## config.mk

```make
export PLATFORM = sky130hd
export DESIGN_NAME = multiplier_sequencer
export DESIGN_NICKNAME = d
export VERILOG_FILES = /design/src/rtl/multiplier_sequencer_pkg.sv /design/src/rtl/multiplier_sequencer.sv
export SDC_FILE = /design/constraint.sdc
export NUM_CORES = 1
export LEC_CHECK = 0
export CAP_MARGIN = 20
export CORE_MARGIN = 2
export CORE_UTILIZATION = 42
export DETAILED_ROUTE_END_ITERATION = 16
export GPL_ROUTABILITY_DRIVEN = 0
export PLACE_DENSITY_LB_ADDON = 0.05
export SYNTH_ARGS = -nofsm -noshare
export SYNTH_HDL_FRONTEND = slang
export SYNTH_SLANG_ARGS = --single-unit
```

## constraint.sdc

```tcl
create_clock -name clk -period 1.5 [get_ports clk]
set_input_delay 0.3 -clock clk [delete_from_list [all_inputs] [get_ports clk]]
set_output_delay 0.3 -clock clk [all_outputs]
set_load 0.01 [all_outputs]
```

## src/rtl/multiplier_sequencer_pkg.sv

```systemverilog
// Shared constants and types for the shift-and-add multiplier datapath.
package Parameter_Definitions;

    localparam int NBits  = 8;
    localparam int STEP_W = $clog2(NBits) + 1;

    typedef enum logic [1:0] {
        IDLE  = 2'd0,
        CLEAR = 2'd1,
        RUN   = 2'd2,
        DONE  = 2'd3
    } seq_state_e;

endpackage

```

## src/rtl/multiplier_sequencer.sv

```systemverilog
// Sequencer for the shift-and-add multiplier: walks the multiplier bits LSB
// first and feeds the shifted multiplicand to the accumulating adder.
module multiplier_sequencer
    import Parameter_Definitions::*;
(
    input  logic                 clk,
    input  logic                 rst,
    input  logic                 start,
    input  logic [NBits-1:0]     multiplicand,
    input  logic [NBits-1:0]     multiplier,
    output logic                 busy,
    output logic                 acc_clear,
    output logic                 add_enable,
    output logic [2*NBits-1:0]   add_operand,
    output logic [STEP_W-1:0]    step,
    output logic                 done
);

    seq_state_e               state, next_state;
    logic [2*NBits-1:0]       mcand_reg;
    logic [NBits-1:0]         mplier_reg;
    logic [STEP_W-1:0]        step_reg;
    logic                     last_step;

    assign last_step = (step_reg == STEP_W'(NBits - 1));

    always_ff @(posedge clk or negedge rst) begin
        if (!rst) begin
            state      <= IDLE;
            mcand_reg  <= '0;
            mplier_reg <= '0;
            step_reg   <= '0;
        end else begin
            state <= next_state;
            case (state)
                IDLE: begin
                    // Operands are only captured here; changes while busy are ignored.
                    if (start) begin
                        mcand_reg  <= {{NBits{1'b0}}, multiplicand};
                        mplier_reg <= multiplier;
                    end
                end
                CLEAR: step_reg <= '0;
                RUN: begin
                    mcand_reg  <= mcand_reg << 1;
                    mplier_reg <= mplier_reg >> 1;
                    step_reg   <= step_reg + STEP_W'(1);
                end
                default: ;
            endcase
        end
    end

    always_comb begin
        next_state = state;
        case (state)
            IDLE:    if (start) next_state = CLEAR;
            CLEAR:   next_state = RUN;
            RUN:     if (last_step) next_state = DONE;
            DONE:    next_state = IDLE;
            default: next_state = IDLE;
        endcase
    end

    // Outputs come from state and registers only, so no input reaches an output.
    always_comb begin
        busy        = (state != IDLE);
        acc_clear   = (state == CLEAR);
        done        = (state == DONE);
        add_enable  = 1'b0;
        add_operand = '0;
        step        = '0;
        if (state == RUN) begin
            add_enable  = mplier_reg[0];
            add_operand = mcand_reg;
            step        = step_reg;
        end
    end

endmodule

```

Word level (Yosys, flattened, before mapping). Index checks and enable logic that the tools add are counted.

Word-level logic and storage cells: 28. Flip-flop bits (word level): 30. Output and inout bits: 24. Bits of input ports: 19.

Reduce and logical (&&, ||, !) cells: 6. Eq/ne operators: 6. Add/subtract/negate cells: 1. Mux-type cells: 11.

Operators with widths (number): 16-bit 2-to-1 mux (2); 16-bit case mux with 2 select lines (1); 8-bit case mux with 2 select lines (1); 8-bit 2-to-1 mux (1); 2-bit case mux with 4 select lines (1); 4-bit case mux with 2 select lines (1); 2-bit nonzero test (3); 4-bit by 1-bit adder with 4-bit output (second input constant) (1); 2-bit equality test (second input constant) (2); 4-bit by 3-bit equality test with 1-bit output (second input constant) (1); 2-bit 2-to-1 mux (2); 4-bit 2-to-1 mux (1); 2-bit != test (second input constant) (2); 2-bit AND reduction (2); 2-bit by 1-bit equality test with 1-bit output (second input constant) (1); 2-bit logical NOT (1); 1-bit 2-to-1 mux (1).

Logic depth before layout (Yosys ltp). Gate-level depths: netlist of run 1.

Word-level depth: 3. Gate-level depth with buffers: 6. Mapped depth without buffers: 5.

Worst setup path before layout of run 1. OpenSTA, ideal clock, no wires.

Path type: flip-flop to output port. Start: register state[0]. End: output port add_operand[10]. Path buffers: 2. Required time: 1200 ps. Path slack: -12 ps. Stages on the path, launching flop included: 6. Data arrival time: 1212 ps. Cells stage by stage: dfrtp_1 > inv_1 > ha_1 > buf_6 > buf_2 > and2_1.

Longest elaborated chain between the ends: 2.

RTL lines: start: declaration (RTL line multiplier_sequencer.sv:19) `seq_state_e state, next_state;`; start signal: assignment (RTL line multiplier_sequencer.sv:34) `state <= next_state;`; 2-bit equality test (RTL line multiplier_sequencer.sv:73) `if (state == RUN) begin`; 16-bit 2-to-1 mux (RTL line multiplier_sequencer.sv:73); end: declaration (RTL line multiplier_sequencer.sv:14) `output logic [2*NBits-1:0] add_operand,`.

Every way passes these cells.

Worst setup path in the final report of run 1.
Start: register state[0]. End: output port step[0].

Longest elaborated chain between the ends: 2.

RTL lines: 2-bit equality test (RTL line multiplier_sequencer.sv:73); 4-bit 2-to-1 mux (RTL line multiplier_sequencer.sv:73); end: declaration (RTL line multiplier_sequencer.sv:15) `output logic [STEP_W-1:0] step,`.

Every way passes these cells.

==> results of run 1 <==
power groups by stage:
| stage | combinational, W | sequential [W] | clock (W) |
|---|---|---|---|
| 3_5_place_dp | 0.00223 | 0.00135 | 0 |
| 5_1_grt | 0.00330 | 0.00141 | 0.000579 |
| 2_1_floorplan | 0.00135 | 0.00131 | 0 |
| 4_1_cts | 0.00284 | 0.00136 | 0.000534 |
| 3_3_place_gp | 0.00215 | 0.00134 | 0 |
| 6_report | 0.00304 | 0.00136 | 0.000516 |
layer usage:
layer / wire, µm / vias up / global-route usage, %
met2: 1850 / 35 / 31.8
met3: 165 / 5 / 4.64
met5: 0 / - / 0
met1: 1510 / 616 / 21.6
li1: - / 625 / -
met4: 41 / 0 / 7.88
path summary, 6_finish.rpt:
| kind | end | slack [ns] | cells past startpoint |
|---|---|---|---|
| max in group asynchronous | state[0]$_DFFE_PN0P_ | 1.01 | 2 |
| min | step_reg[3]$_DFFE_PN0P_ | 0.33 | 2 |
| max | step[0] | -0.26 | 7 |
| min in group clk | mplier_reg[3]$_DFFE_PN0P_ | 0.49 | 2 |
| min reg2reg | mplier_reg[3]$_DFFE_PN0P_ | 0.49 | 2 |
| max reg2reg | mcand_reg[8]$_DFFE_PN0P_ | -0.24 | 8 |
worst register-to-register path, cell delays in order (launching register included):
cell	delay (ns)
dfrtp_1	0.43
buf_4	0.15
buf_4	0.14
inv_6	0.07
ha_4	0.14
buf_6	0.10
mux2i_4	0.28
clkbuf_16	0.23
a22o_1	0.15
timing repair:
action                                  CTS  global route
gates resized for setup                 159            18
endpoints found under the setup margin   52            54
buffers inserted                          7             3
gates cloned                              2             1
pin swaps                                 4             2
cell usage in the layout, fill, tap and decap left out:
master	netlist	layout
o21ai_0	17	3
nor2_4	0	1
nand3_1	3	3
ha_1	6	2
dfrtp_1	30	30
clkinv_2	0	1
inv_4	0	1
inv_6	0	2
ha_4	0	4
clkbuf_16	0	1
nor4_2	0	1
a21oi_1	8	7
clkbuf_4	0	5
mux2i_4	0	1
clkdlybuf4s50_1	0	18
a21oi_2	0	1
a221o_1	1	1
mux2i_1	9	9
buf_4	3	15
and2_4	0	19
nor2_1	2	1
o32a_1	1	1
o21ai_1	1	15
buf_6	2	26
inv_2	1	1
nand3b_1	1	1
a22o_1	9	9
clkbuf_8	0	1
buf_2	2	3
buf_16	0	1
clkinvlp_4	0	1
nor2_2	1	1
buf_12	0	3
inv_1	6	3
nor2b_4	0	1
nand2_1	19	19
area by class of cell:
cell class                 count  area (µm²)  area share (%)
multi-input combinational    100         778            32.4
sequential                    30         751            31.3
clock inverter                 2        12.5           0.521
tap                           46        57.6            2.40
clock buffer                   6        51.3            2.14
timing repair buffer          67         713            29.7
inverter                       7        38.8            1.61
cell families after synthesis:
kind of cell	count (synthesis)	share of synthesized area, %
AOI/OAI and AO/OA	37	15.4
buffers and inverters	15	5.82
DFF	30	50.6
muxes	10	7.00
adders and majority gates	6	5.06
and+or+nand+nor	47	16.1
cells in the mapped netlist:
master	instances
ha_1	6
nand2_1	19
mux2i_2	1
clkbuf_2	1
and2_1	19
dfrtp_1	30
buf_6	2
buf_4	3
buf_2	2
nor4_1	1
nor2b_1	1
inv_2	1
inv_1	6
o32a_1	1
a22o_1	9
o21ai_1	1
nor2_1	2
nand3b_1	1
a221o_1	1
o21ai_0	17
mux2i_1	9
nand3_1	3
a21oi_1	8
nor2_2	1
per-stage QoR:
step,cell area (µm²),power (W)
2_1_floorplan,1490,0.00265
3_3_place_gp,2060,0.00349
3_5_place_dp,2060,0.00358
4_1_cts,2320,0.00473
5_1_grt,2400,0.00528
6_report,2400,0.00492
==> results.json, run 1 <==
{
  "cts_hold_buf": 0,
  "synth.largest_area_cell": "dfrtp_1",
  "wl_mm": 3.57,
  "rsz0062_at_grt": "yes",
  "antenna_found_initial": 0,
  "clockBufferDepth": 2,
  "fin_setup_tns_ns": -10.20,
  "maxCapViolations": 0,
  "ys_ff_latch": 30,
  "syn-num-nets": 170,
  "syn_area_per_cell_um2": 10.2,
  "stdcell_count": 258,
  "p_leak_nw": 1.11,
  "clkTransAtPathRegs_ns": 0.10,
  "power_density_nw_per_um2": 2050,
  "io_pins": 43,
  "violations": "setup timing",
  "fin_crit_sh_pct": 118,
  "worstReg2RegStart": "state[1]$_DFFE_PN0P_",
  "p_int_w": 0.00302,
  "period_minus_slack_ns": 1.76,
  "die-width_um": 63.4,
  "finalClockSkew_ns": 0.00423,
  "netlist_area_um2": 1480,
  "firstDrtPassIters": 4,
  "finalCoreUtilization_pct": 71.4,
  "drive_gt1_share_pct": 42.5,
  "crit_type": "reg -> out",
  "start_util_pct": 44.1,
  "seq_power_share_pct": 27.7,
  "nNetsFinal": 236,
  "fmax_mhz": 567,
  "htreeDepth": 2,
  "dp_cells": 239,
  "synth_top_cell_area_share_pct": 50.6,
  "slew_violations": 0,
  "grt_max_degree": 41,
  "grt_pass1_vias": 1271,
  "fillCellCount": 279,
  "worstPathMaxFanout": 7,
  "drc": 0,
  "dp_hpwl_mm": 2.20,
  "clk_latency_ns": 0.32,
  "die-height_um": 63.4,
  "relSlewSlack_pct": 79.2,
  "post-place-ws_ns": -0.302,
  "largest_reg_flops": 16,
  "hold_viol_final": 0,
  "drt.antenna.violating_nets": 0,
  "crit_arrival_ns": 1.46,
  "pwr-share-comb_pct": 61.8,
  "cts_tree": "done",
  "ys_seq_area_share_pct": 50.6,
  "drtIter0Drc": 51,
  "synthToLayoutAreaGrowth_pct": 61.9,
  "dieArea_um2": 4020,
  "grt_pass1_wl_mm": 5.72,
  "cp_cell_sequence": "inv_2 -> ha_4 -> buf_6 -> buf_16 -> inv_6 -> nor2_1 -> buf_2",
  "root_buffer": "clkbuf_4",
  "cts_buffers": 5,
  "cp-end-kind": "output pin",
  "p_clk_share_pct": 10.5,
  "grt_overflow_total": 0,
  "cp_slowest_stage_delay_ns": 0.40,
  "rows": 21,
  "ys.warnings.count": 0,
  "clock-sinks": 30,
  "setup_viol": 52,
  "critPathRequiredTime_ns": 1.20,
  "setup_slack_ns": -0.264,
  "p_switching_w": 0.00190,
  "worst_slew_pin_slew_ns": 0.312,
  "p_sw_share_pct": 38.7,
  "hold_class": "in -> async",
  "viasPerCell": 4.97,
  "ir_drop_mv": 1.06,
  "track_usage_pct": 18.4,
  "outcome": "finished, violations left",
  "drt-wirelength-per-cell_um": 13.8,
  "core_area_um2": 3360,
  "vias": 1281,
  "critPathLaunchType": "flop",
  "numPortBuffers": 42,
  "cp_slowest_cell": "dfrtp_1",
  "synth.distinct_cells": 24,
  "antenna_cells": 0,
  "syn_inst": 145,
  "cpLargestDelayFamily": "buffers and inverters",
  "crit_path_start": "state[0]$_DFFE_PN0P_",
  "whs_ns": 0.327,
  "yosys-top-cells-area": "dfrtp_1, and2_1, mux2i_1",
  "path_buf_inv": 5
}
Note: power is estimated with default switching activity, not from simulation.
==> run 2, diff against run 1 <==
--- a/config.mk
+++ b/config.mk
@@ -10,6 +10,7 @@
 export CORE_UTILIZATION = 42
 export DETAILED_ROUTE_END_ITERATION = 16
 export GPL_ROUTABILITY_DRIVEN = 0
+export HOLD_SLACK_MARGIN = 0.12
 export PLACE_DENSITY_LB_ADDON = 0.05
 export SYNTH_ARGS = -nofsm -noshare
 export SYNTH_HDL_FRONTEND = slang
==> results of run 2 <==
The final DEF is identical to that of run 1; final timing and power are the same.
